--- src/rtl/swire_sched_if.sv ---
// Request/acknowledge bundle between the two DCS-decoded S-Wire requesters
// (B1 panel voltage, B5 backlight/ELVDD) and the S-Wire scheduler.
// Signal names carry the scheduler's point of view (i_ into it, o_ out of it).
interface swire_sched_if;
  logic        i_b1_req;
  logic [15:0] i_b1_data;
  logic        o_b1_ack;
  logic        i_b5_req;
  logic [15:0] i_b5_data;
  logic        o_b5_ack;

  // Requester side: raises req with {addr_cnt, val_cnt}, waits for ack
  modport master (
    output i_b1_req, i_b1_data, i_b5_req, i_b5_data,
    input  o_b1_ack, o_b5_ack
  );

  // Scheduler side
  modport slave (
    input  i_b1_req, i_b1_data, i_b5_req, i_b5_data,
    output o_b1_ack, o_b5_ack
  );
endinterface

--- src/rtl/swire_sched.sv ---
// S-Wire scheduler: waits out the power-up start delay, then round-robin
// arbitrates B1/B5 requests and plays each one out as an address pulse burst
// followed by a value pulse burst, each non-empty burst followed by a latch gap.
module swire_sched #(
  parameter int START_DLY = 24'hfffff0,
  parameter int T_LOW     = 38,
  parameter int T_HIGH    = 38,
  parameter int T_GAP     = 760
) (
  input  logic             i_clk_38m,
  input  logic             i_reset,
  swire_sched_if.slave     i_req_bus,
  output logic             o_ready,
  output logic             o_busy,
  output logic             o_swire
);

  localparam int DATA_W = 16;
  localparam int T_LH   = (T_LOW > T_HIGH) ? T_LOW : T_HIGH;
  localparam int T_MAX  = (T_LH > T_GAP) ? T_LH : T_GAP;
  localparam int TMR_W  = $clog2(T_MAX + 1);

  localparam logic [23:0]      START_LAST = 24'(START_DLY - 1);
  localparam logic [TMR_W-1:0] LOW_LD     = TMR_W'(T_LOW - 1);
  localparam logic [TMR_W-1:0] HIGH_LD    = TMR_W'(T_HIGH - 1);
  localparam logic [TMR_W-1:0] GAP_LD     = TMR_W'(T_GAP - 1);

  typedef enum logic [2:0] {
    S_WAIT_START, S_IDLE, S_A_LOW, S_A_HIGH, S_A_GAP, S_V_LOW, S_V_HIGH, S_V_GAP
  } state_t;

  state_t              r_state;
  state_t              w_next;
  logic [23:0]         r_start_cnt;
  logic [TMR_W-1:0]    r_tmr;
  logic [7:0]          r_pcnt;
  logic [DATA_W-1:0]   r_data;
  logic                r_last_b5;
  logic                r_b1_ack;
  logic                r_b5_ack;
  logic                r_ready;
  logic                r_busy;
  logic                r_swire;
  logic                w_tmr_done;
  logic                w_can_grant;
  logic                w_grant_b1;
  logic                w_grant_b5;
  logic                w_ready_nxt;
  logic                w_busy_nxt;
  logic                w_swire_nxt;

  // Reload value of the phase timer on entry to a timed state
  function automatic logic [TMR_W-1:0] phase_len(input state_t s);
    case (s)
      S_A_LOW, S_V_LOW:   phase_len = LOW_LD;
      S_A_HIGH, S_V_HIGH: phase_len = HIGH_LD;
      S_A_GAP, S_V_GAP:   phase_len = GAP_LD;
      default:            phase_len = '0;
    endcase
  endfunction

  assign w_tmr_done = (r_tmr == '0);

  // Next-state: the cycle after an ack starts the first non-empty burst
  always_comb begin
    w_next = r_state;
    case (r_state)
      S_WAIT_START: if (r_start_cnt == START_LAST) w_next = S_IDLE;
      S_IDLE: begin
        if (r_b1_ack || r_b5_ack) begin
          if (r_data[15:8] != 8'd0)     w_next = S_A_LOW;
          else if (r_data[7:0] != 8'd0) w_next = S_V_LOW;
        end
      end
      S_A_LOW:  if (w_tmr_done) w_next = S_A_HIGH;
      S_A_HIGH: if (w_tmr_done) w_next = (r_pcnt == 8'd1) ? S_A_GAP : S_A_LOW;
      S_A_GAP:  if (w_tmr_done) w_next = (r_data[7:0] != 8'd0) ? S_V_LOW : S_IDLE;
      S_V_LOW:  if (w_tmr_done) w_next = S_V_HIGH;
      S_V_HIGH: if (w_tmr_done) w_next = (r_pcnt == 8'd1) ? S_V_GAP : S_V_LOW;
      S_V_GAP:  if (w_tmr_done) w_next = S_IDLE;
      default:  w_next = S_WAIT_START;
    endcase
  end

  // Outputs are computed one state ahead so they can be registered; a grant
  // is decided on the edge entering (or staying in) IDLE, never right after an ack
  always_comb begin
    w_can_grant = (w_next == S_IDLE) && !r_b1_ack && !r_b5_ack;
    w_grant_b5  = w_can_grant && i_req_bus.i_b5_req &&
                  (!i_req_bus.i_b1_req || !r_last_b5);
    w_grant_b1  = w_can_grant && i_req_bus.i_b1_req && !w_grant_b5;
    w_ready_nxt = (w_next != S_WAIT_START);
    w_busy_nxt  = w_ready_nxt && (w_next != S_IDLE);
    w_swire_nxt = w_ready_nxt && (w_next != S_A_LOW) && (w_next != S_V_LOW);
  end

  // State, timers, arbitration pointer and registered outputs
  always_ff @(posedge i_clk_38m) begin
    if (i_reset) begin
      r_state     <= S_WAIT_START;
      r_start_cnt <= '0;
      r_tmr       <= '0;
      r_pcnt      <= '0;
      r_last_b5   <= 1'b0;
      r_b1_ack    <= 1'b0;
      r_b5_ack    <= 1'b0;
      r_ready     <= 1'b0;
      r_busy      <= 1'b0;
      r_swire     <= 1'b0;
    end else begin
      r_state <= w_next;
      if (r_state == S_WAIT_START) r_start_cnt <= r_start_cnt + 24'd1;
      if (w_next != r_state)       r_tmr <= phase_len(w_next);
      else if (!w_tmr_done)        r_tmr <= r_tmr - TMR_W'(1);
      if (r_state == S_IDLE && w_next == S_A_LOW)
        r_pcnt <= r_data[15:8];
      else if (w_next == S_V_LOW && (r_state == S_IDLE || r_state == S_A_GAP))
        r_pcnt <= r_data[7:0];
      else if ((r_state == S_A_HIGH || r_state == S_V_HIGH) && w_tmr_done)
        r_pcnt <= r_pcnt - 8'd1;
      if (w_grant_b1 || w_grant_b5) r_last_b5 <= w_grant_b5;
      r_b1_ack <= w_grant_b1;
      r_b5_ack <= w_grant_b5;
      r_ready  <= w_ready_nxt;
      r_busy   <= w_busy_nxt;
      r_swire  <= w_swire_nxt;
    end
  end

  // Capture the granted requester's counts; payload register needs no reset
  always_ff @(posedge i_clk_38m) begin
    if (w_grant_b5)      r_data <= i_req_bus.i_b5_data;
    else if (w_grant_b1) r_data <= i_req_bus.i_b1_data;
  end

  assign i_req_bus.o_b1_ack = r_b1_ack;
  assign i_req_bus.o_b5_ack = r_b5_ack;
  assign o_ready = r_ready;
  assign o_busy  = r_busy;
  assign o_swire = r_swire;

endmodule
--- src/flat_wrapper.sv ---
// flat-port wrapper written by rule: the top's interface ports become plain ports
module swire_sched_flat 
#(
  parameter int START_DLY = 24'hfffff0,
  parameter int T_LOW     = 38,
  parameter int T_HIGH    = 38,
  parameter int T_GAP     = 760
)
  (i_clk_38m, i_reset, o_ready, o_busy, o_swire, i_req_bus_i_b1_req, i_req_bus_i_b1_data, i_req_bus_i_b5_req, i_req_bus_i_b5_data, i_req_bus_o_b1_ack, i_req_bus_o_b5_ack);
  swire_sched_if i_req_bus_i ();
  input  logic i_clk_38m;
  input  logic i_reset;
  output logic o_ready;
  output logic o_busy;
  output logic o_swire;
  input wire logic [$bits(i_req_bus_i.i_b1_req)-1:0] i_req_bus_i_b1_req;
  input wire logic [$bits(i_req_bus_i.i_b1_data)-1:0] i_req_bus_i_b1_data;
  input wire logic [$bits(i_req_bus_i.i_b5_req)-1:0] i_req_bus_i_b5_req;
  input wire logic [$bits(i_req_bus_i.i_b5_data)-1:0] i_req_bus_i_b5_data;
  output wire logic [$bits(i_req_bus_i.o_b1_ack)-1:0] i_req_bus_o_b1_ack;
  output wire logic [$bits(i_req_bus_i.o_b5_ack)-1:0] i_req_bus_o_b5_ack;
  assign i_req_bus_i.i_b1_req = i_req_bus_i_b1_req;
  assign i_req_bus_i.i_b1_data = i_req_bus_i_b1_data;
  assign i_req_bus_i.i_b5_req = i_req_bus_i_b5_req;
  assign i_req_bus_i.i_b5_data = i_req_bus_i_b5_data;
  assign i_req_bus_o_b1_ack = i_req_bus_i.o_b1_ack;
  assign i_req_bus_o_b5_ack = i_req_bus_i.o_b5_ack;
  swire_sched #(.START_DLY(START_DLY), .T_LOW(T_LOW), .T_HIGH(T_HIGH), .T_GAP(T_GAP)) u_core (.i_clk_38m(i_clk_38m), .i_reset(i_reset), .i_req_bus(i_req_bus_i), .o_ready(o_ready), .o_busy(o_busy), .o_swire(o_swire));
endmodule
--- config.mk ---
export PLATFORM = sky130hd
export DESIGN_NAME = swire_sched_flat
export DESIGN_NICKNAME = d
export VERILOG_FILES = /design/src/rtl/swire_sched_if.sv /design/src/rtl/swire_sched.sv /design/src/flat_wrapper.sv
export SDC_FILE = /design/constraint.sdc
export NUM_CORES = 1
export LEC_CHECK = 0
export ABC_AREA = 1
export CAP_MARGIN = 20
export CORE_MARGIN = 4
export CORE_UTILIZATION = 28
export DETAILED_ROUTE_END_ITERATION = 8
export MAX_ROUTING_LAYER = met4
export RECOVER_POWER = 50
export SLEW_MARGIN = 20
export SYNTH_ARGS = -nofsm -noshare
export SYNTH_HDL_FRONTEND = slang
export SYNTH_SLANG_ARGS = --single-unit
--- constraint.sdc ---
create_clock -name i_clk_38m -period 3 [get_ports i_clk_38m]
set_clock_uncertainty 0.05 [all_clocks]
set_input_delay 0.45 -clock i_clk_38m [delete_from_list [all_inputs] [get_ports i_clk_38m]]
set_output_delay 0.45 -clock i_clk_38m [all_outputs]
set_load 0.01 [all_outputs]
==> impl_metrics.py <==
metrics = {
    "setup_path": {
        "startpoint_type_of_the_worst_setup_path": "register",
        "crit_path_top_delay_cell": "dfxtp_1",
        "kind_of_cell_with_the_highest_combined_delay_on_the_critical_path": "simple AND/OR/NAND/NOR gates",
        "worst-path-buf-inv": 3,
        "crit_path_frequent_cell": "nand2_1",
        "worst_path_largest_cell_delay_ns": 0.31,
        "timing.critical_path.required_ns": 3.00,
        "end_kind": "register",
        "ordered_list_of_cells_on_the_worst_path": "inv_1 -> ha_1 -> inv_1 -> nor3_4 -> nand3_2 -> nand2_1 -> nand2_1 -> a21oi_1 -> nand2_4 -> nor2_4 -> nand3_1 -> nand2_1 -> buf_12",
        "cp_max_fo": 14,
        "arrival_ns": 2.73,
        "worst-setup-path-type": "register to register",
    },
    "clock_tree": {
        "postCtsHoldBufs": 0,
        "clock_sinks": 67,
        "clock_tree.root_cell": "clkbuf_16",
        "tritoncts.num_buffers": 9,
        "tritoncts": "done",
        "clk-insertion-delay-late_ns": 0.34,
        "htree_num_levels": 3,
        "clock_edge_transition_at_the_registers_on_the_reported_setup_and_hold_paths_ns": 0.05,
        "cts_setup_buffers": 0,
        "clock_path_buffers": 2,
        "postCtsResizedCells": 0,
    },
    "power_and_ir_drop": {
        "power_leakage_nw": 1.97,
        "power-per-cell-area_nw_per_um2": 585,
        "ir_worst_vdd_mv": 0.354,
    },
    "layout": {
        "drive_above_1_share_pct": 8.71,
        "stdcell_area_um2": 4690,
        "areaGrowthSynthToFinish_pct": 23.2,
        "most-common-layout-cells": "nand2_1, inv_1, nor2_1, dfxtp_1",
        "antenna_cells": 0,
        "fillerInstances": 1384,
        "layout.cells.most_common": "nand2_1",
        "final_net_count": 609,
    },
    "routing": {
        "routedWlPerCell_um": 12.2,
        "postRouteAntennaNets": 0,
        "first_iter_violations": 190,
        "overall_via_count_from_detail_route": 3439,
        "drc_errors": 0,
        "drt_first_pass_iters": 4,
        "finalWirelength_mm": 9.15,
        "via_per_inst": 4.59,
    },
    "sta": {
        "final-hold-violation-count": 0,
        "tightestPinTransition_ns": 0.697,
        "final_max_slew_viol_count": 0,
        "layout_setup_ws_ns": 0.267,
        "rsz_0062_raised_after_global_routing": "no",
        "timing.slew.headroom_pct": 53.5,
        "timing.final.crit_period_ns": 2.73,
        "setup_tns_ns": 0,
        "maxClockFrequency_mhz": 366,
        "setup_viol": 0,
        "final.period_utilization_pct": 91.1,
    },
    "place": {
        "placement.io_buffers": 40,
        "preCtsSetupSlack_ns": 0.264,
        "finalWeightedCongestion": 0.920,
        "placedInstanceArea_um2": 4390,
        "place.detailed.hpwl_mm": 6.94,
    },
    "synthesis": {
        "post_synth.cell_area_avg_um2": 7.25,
        "post_synth_num_cell_types": 44,
        "synth_largest_area_cell": "dfxtp_1",
        "syn_inst": 526,
        "synth_top_area_share_pct": 26.8,
        "synth_top_cells_by_area": "dfxtp_1, edfxtp_1, nand2_1",
        "yosys_warnings": 0,
        "synth_seq_cells": 67,
        "synthesis.area_um2": 3810,
        "synthesis.nets": 566,
        "synth-seq-area-share_pct": 39.4,
    },
    "global_route": {
        "antenna_found_initial": 0,
        "grt_pass1_vias": 3369,
        "grt_util_all_layers_pct": 12.4,
        "grt_max_degree": 27,
        "grt_first_pass_wirelength_mm": 15.6,
        "globalRoute.totalOverflow": 0,
    },
    "die": {
        "io-pin-count": 41,
        "initial_core_utilization_pct": 28.7,
        "placeableCoreArea_um2": 13300,
        "die_h_um": 125,
        "die_w_um": 125,
        "std_cell_rows": 42,
        "area_enclosed_by_the_die_boundary_um2": 15500,
    },
    "worst_hold_path": {
        "holdCritPathClass": "register to register",
    },
    "flow_run": {
        "max-cap-violations": 0,
    },
    "run_status": {
        "outcome": "complete, no violations",
    },
}
## Yosys cell counts, drive strengths merged
master,instances
ha,4
o211a,1
inv,74
nor3b,1
o21bai,7
nand2,128
o21a,3
nor4,7
o21ai,25
nand4,15
nor2,72
nand3,33
nand3b,2
xnor2,3
dfxtp,51
clkbuf,5
edfxtp,16
o311a,1
nor3,15
xor2,17
and2,2
buf,8
clkinv,1
a21oi,35
## cell families (layout without fill, tap and decap cells)
family / count (synthesis) / count (layout) / synth area share [%]
fa+ha+maj: 4 / 4 / 1.31
buf+inv: 88 / 136 / 9.82
compound gates: 72 / 72 / 11.1
flops: 67 / 67 / 39.4
simple gates: 275 / 275 / 33.8
xor+xnor: 20 / 20 / 4.60
## per-layer routing
metal | global-route usage [%] | up-vias | wire [µm]
met5 | - | - | 0
met1 | 14.7 | 1601 | 4240
met4 | 4.77 | 0 | 108
met3 | 2.66 | 8 | 241
li1 | - | 1784 | -
met2 | 20.5 | 46 | 4560
## sequential cells by signal, summed over array words and instances, names as in the netlist
| register | flops |
|---|---|
| u_core.r_tmr | 10 |
| u_core.r_start_cnt | 24 |
| u_core.r_data | 16 |
| u_core.o_swire | 1 |
| u_core.r_state | 3 |
| u_core.o_ready | 1 |
| u_core.r_pcnt | 8 |
| u_core.i_req_bus.o_b5_ack | 1 |
| u_core.r_last_b5 | 1 |
| u_core.o_busy | 1 |
| u_core.i_req_bus.o_b1_ack | 1 |
## stage by stage
stage	total power [mW]	util [%]	hold slack (ns)	cells
finish	2.75	35.3	0.424	750
global route	2.91	35.3	0.447	750
detailed placement	1.63	33.0	0.415	734
floorplan	1.50	-	0.391	526
CTS	2.77	35.5	0.423	750
global placement	1.61	33.0	0.403	734
## layout make-up
type | count | area (µm²) | area share [%]
repair buffers | 45 | 450 | 9.59
clock buffers | 13 | 282 | 6.00
well taps | 176 | 220 | 4.69
multi-input cells | 371 | 1910 | 40.8
flip-flops and latches | 67 | 1500 | 32.0
inverters | 75 | 287 | 6.10
clock inverters | 3 | 41.3 | 0.880
## path summary, 6_finish.rpt
| kind | startpoint | to | slack (ns) | cells past startpoint |
|---|---|---|---|---|
| setup / recovery | u_core.r_tmr[0]$_SDFFE_PP0P_ | u_core.r_data[4]$_DFFE_PP_ | 0.27 | 13 |
| hold / removal | u_core.r_last_b5$_SDFFE_PP0P_ | u_core.r_last_b5$_SDFFE_PP0P_ | 0.42 | 2 |
| setup reg to reg | u_core.r_tmr[0]$_SDFFE_PP0P_ | u_core.r_data[4]$_DFFE_PP_ | 0.27 | 13 |
| hold reg to reg | u_core.r_last_b5$_SDFFE_PP0P_ | u_core.r_last_b5$_SDFFE_PP0P_ | 0.42 | 2 |
## where the power goes
| group | switching [mW] | internal (mW) | total (mW) |
|---|---|---|---|
| clock | 0.389 | 0.738 | 1.13 |
| combinational | 0.330 | 0.247 | 0.577 |
| sequential | 0.0554 | 0.986 | 1.04 |
| total | 0.774 | 1.97 | 2.75 |
## worst reg2reg max path, delay by kind of cell (launching register included)
kind / cells / cell delay [ns]
AND/OR/NAND/NOR: 8 / 1.30
buffers and inverters: 3 / 0.38
flip-flops: 1 / 0.31
AO/OA/AOI/OAI: 1 / 0.22
adder cells (fa/ha/maj): 1 / 0.18
Power figures use the tool's default switching activity.
